<file path="config.mk">
export PLATFORM = sky130hd
export DESIGN_NAME = mygo_chan_recv
export DESIGN_NICKNAME = d
export VERILOG_FILES = /design/src/rtl/mygo_chan_recv.sv
export SDC_FILE = /design/constraint.sdc
export NUM_CORES = 1
export LEC_CHECK = 0
export BUFFER_PORTS_ARGS = -buffer_cell sky130_fd_sc_hd__buf_2
export CAP_MARGIN = 30
export CORE_MARGIN = 10
export CORE_UTILIZATION = 43
export DETAILED_ROUTE_END_ITERATION = 8
export HOLD_SLACK_MARGIN = 0.05
export PLACE_DENSITY_LB_ADDON = 0.3
export SLEW_MARGIN = 15
export SYNTH_ARGS = -nofsm -noshare
export SYNTH_HDL_FRONTEND = slang
export SYNTH_SLANG_ARGS = --single-unit
</file>
<file path="constraint.sdc">
create_clock -name clk -period 2.4 [get_ports clk]
set_input_delay 0.48 -clock clk [delete_from_list [all_inputs] [get_ports clk]]
set_output_delay 0.48 -clock clk [all_outputs]
set_load 0.05 [all_outputs]
</file>
<file path="src/rtl/mygo_chan_recv.sv">
// Receive endpoint: turns a FIFO valid/ready read port into a blocking or non-blocking
// receive transaction with Go close semantics. Optional statistics: MYGO_CHAN_RECV_STATS_EN.
module mygo_chan_recv #(
  parameter int WIDTH    = 32,
  parameter int CNT_BITS = 16
) (
  input  logic                clk,
  input  logic                rst,
  input  logic [WIDTH-1:0]    in_data,
  input  logic                in_valid,
  output logic                in_ready,
  input  logic                closed,
  input  logic                req,
  input  logic                nb,
  output logic                busy,
  output logic                resp_valid,
  output logic [WIDTH-1:0]    resp_data,
  output logic                resp_ok,
  output logic                resp_empty,
  output logic [CNT_BITS-1:0] recv_count,
  output logic [CNT_BITS-1:0] stall_cycles
);

  typedef enum logic [1:0] {IDLE, WAIT, DONE} state_t;

  state_t           state_q, state_d;
  logic             nb_q, nb_d;
  logic [WIDTH-1:0] data_q, data_d;
  logic             ok_q, ok_d;
  logic             empty_q, empty_d;

  // Gated by rst so a reset landing mid-WAIT never pops the FIFO.
  assign in_ready   = (state_q == WAIT) & ~rst;
  assign busy       = (state_q == WAIT);
  assign resp_valid = (state_q == DONE);
  assign resp_data  = data_q;
  assign resp_ok    = ok_q;
  assign resp_empty = empty_q;

  always_comb begin
    state_d = state_q;
    nb_d    = nb_q;
    data_d  = data_q;
    ok_d    = ok_q;
    empty_d = empty_q;
    case (state_q)
      IDLE: if (req) begin
        nb_d    = nb;
        state_d = WAIT;
      end
      WAIT: begin
        // Data wins over closed so a closed channel drains first.
        if (in_valid) begin
          data_d  = in_data;
          ok_d    = 1'b1;
          empty_d = 1'b0;
          state_d = DONE;
        end else if (closed) begin
          data_d  = '0;
          ok_d    = 1'b0;
          empty_d = 1'b0;
          state_d = DONE;
        end else if (nb_q) begin
          data_d  = '0;
          ok_d    = 1'b0;
          empty_d = 1'b1;
          state_d = DONE;
        end
      end
      DONE: begin
        if (req) begin
          nb_d    = nb;
          state_d = WAIT;
        end else begin
          state_d = IDLE;
        end
      end
      default: state_d = IDLE;
    endcase
  end

  always_ff @(posedge clk) begin
    if (rst) begin
      state_q <= IDLE;
      nb_q    <= 1'b0;
      data_q  <= '0;
      ok_q    <= 1'b0;
      empty_q <= 1'b0;
    end else begin
      state_q <= state_d;
      nb_q    <= nb_d;
      data_q  <= data_d;
      ok_q    <= ok_d;
      empty_q <= empty_d;
    end
  end

`ifdef MYGO_CHAN_RECV_STATS_EN
  logic                pop, stall;
  logic [CNT_BITS-1:0] recv_q, recv_d, stall_q, stall_d;

  assign pop   = in_valid & in_ready;
  assign stall = (state_q == WAIT) & ~in_valid & ~closed & ~nb_q;

  // Saturating: hold at all-ones instead of wrapping.
  always_comb begin
    recv_d  = recv_q;
    stall_d = stall_q;
    if (pop && (recv_q != '1))    recv_d  = recv_q + CNT_BITS'(1);
    if (stall && (stall_q != '1)) stall_d = stall_q + CNT_BITS'(1);
  end

  always_ff @(posedge clk) begin
    if (rst) begin
      recv_q  <= '0;
      stall_q <= '0;
    end else begin
      recv_q  <= recv_d;
      stall_q <= stall_d;
    end
  end

  assign recv_count   = recv_q;
  assign stall_cycles = stall_q;
`else
  assign recv_count   = '0;
  assign stall_cycles = '0;
`endif

endmodule

</file>
==> reports/metrics.yaml <==
syn_to_final_growth_pct: 21.98
place_congestion: 0.6904
grt_pass1_vias: 1368
worstSkewPairLatency_ns: 0.29
drive_gt1_frac: 0.3407
grt_max_degree: 38
layout.cells.non_filler: 321
pre_cts_ws_ns: 0.9500
regArea_sq_um: 740.7
criticalPathCategory: "flop to output port"
finalSetupTns_ns: 0
crit_arrival_ns: 1.29
clock_sinks: 37
cts.path.max_buffers: 2
n_fill_cell: 374
grt_pass1_wl_um: 6216
gr-usage-all-layers: 0.1167
ctsResizeCount: 0
postSynthCellCount: 200
cp-start-kind: "flop"
slew_violations: 0
multi_input_area_sq_um: 678.2
fin_skew_ns: 0.004493
io_pins: 107
outcome: "completed"
final_common_cell: "buf_2"
synth_area_leaders: "dfxtp_1 (45%), buf_4 (16%), a21oi_1 (11%)"
tritoncts: "yes"
post_dp_cell_area_sq_um: 1906
syn_area_sq_um: 1645
vias: 1442
crit_buf_inv: 2
dieArea_sq_um: 6700
drt-initial-drc-count: 60
cpMaxStageDelayCell: "dfxtp_1"
maxCapViolCount: 0
fmax_mhz: 566.1
holdWs_ns: 0.4246
min_path_type: "input pin to flop"
final_cell_area_sq_um: 2007
synth_area_per_cell_sq_um: 8.227
critPathRequiredTime_ns: 1.92
dpl.hpwl_um: 3240
firstDrtPassIters: 5
cts-root-buf: "clkbuf_8"
yosys.area.top_type: "dfxtp_1"
cts_setup_buffers: 0
critical-path-top-delay-family: "buffers and inverters"
p_leak_nw: 0.9650
powerDensity_nw_per_um2: 713.5
endpoint_kind: "output port"
slowest_delay_ns: 0.31
dpl.cell_count: 313
layout_min_cycle_time_ns: 1.767
ys_seq_area_frac: 0.4502
path_cells: "nand2b_1, inv_1, buf_2"
port_buffers: 74
final_cell_mix: "buf_2 (74), dfxtp_1 (37), a21oi_1 (35)"
period_share: 0.7361
initial_utilization: 0.4461
ys_ff_latch: 37
die_x_um: 81.86
antenna_left: 0
rows: 22
overflow: 0
final_nets: 310
routed_wl_um: 4213
wl_per_cell_um: 13.12
setup_viol: 0
synth_warnings: 0
crit_path_max_fanout: 7
drc: 0
antenna_found_initial: 0
htree_levels: 2
drt-vias-per-instance: 4.492
cts_buffers: 5
peakVddDrop_v: 0.0004481
synth_top_area_share: 0.4502
rsz0062_at_grt: "false"
die_height_um: 81.86
timing.final.ws_setup_ns: 0.6335
hold_violations: 0
path_clk_slew_ns: 0.07
synth_cell_type_count: 20
num_antenna_cells: 0
core_sq_um: 3689
hold_buffers: 0
[final cells by class]
cell class	count	share of cell area
clock inverter	1	0.002494
tap	48	0.02993
multi-input combinational	146	0.3379
clock buffer	7	0.04801
timing repair buffer	81	0.2107
inverter	1	0.001870
sequential	37	0.3691
[worst reg2reg max path: cells and delay by family (launching register included)]
kind,cells,cell delay (ns)
flip-flops,1,0.33
AND/OR/NAND/NOR,1,0.26
buffers and inverters,1,0.30
AO/OA/AOI/OAI,2,0.24
[routing by layer]
metal	track usage	wire, um
met2	0.1904	1909
met1	0.1247	1661
met3	0.07205	613
met5	0	0
met4	0.03061	29
[state kept, by name, indices dropped and copies added (netlist names)]
register	cells
resp_data	32
state_q	2
nb_q	1
resp_empty	1
resp_ok	1
[path summary, 6_finish.rpt]
kind	from	endpoint	slack, ns	cells after the start
max	state_q[1]	busy	0.63	3
min	in_data[20]	resp_data[20]	0.42	3
max reg2reg	state_q[1]	resp_data[13]	1.20	4
min reg2reg	resp_data[20]	resp_data[20]	0.46	2
[logic make-up after synthesis]
kind of cell / count (synthesis) / share of synthesized area
simple gates: 45 / 0.1194
buf+inv: 48 / 0.2084
mux: 1 / 0.006084
flops: 37 / 0.4502
compound gates: 68 / 0.2137
other cells: 1 / 0.002279
[Yosys cell counts, drive strengths merged]
cell,count
nor2b,2
and3b,1
nor2,5
inv,1
buf,41
nand2,33
mux2i,1
clkbuf,6
dfxtp,37
a21oi,35
conb,1
nor3,3
nand2b,1
o21ai,33
[where the power goes]
| group | internal (mW) | total (mW) | switching, mW |
|---|---|---|---|
| Combinational | 0.0620 | 0.319 | 0.257 |
| Sequential | 0.635 | 0.646 | 0.0105 |
| Clock | 0.259 | 0.467 | 0.208 |
| Total | 0.956 | 1.43 | 0.476 |
[metrics by stage]
step / power, mW / utilization
2_1_floorplan: 0.9547 / -
3_3_place_gp: 0.9774 / 0.5166
3_5_place_dp: 0.9785 / 0.5166
4_1_cts: 1.446 / 0.5441
5_1_grt: 1.496 / 0.5441
6_report: 1.432 / 0.5441
Power figures use the tool's default switching activity.
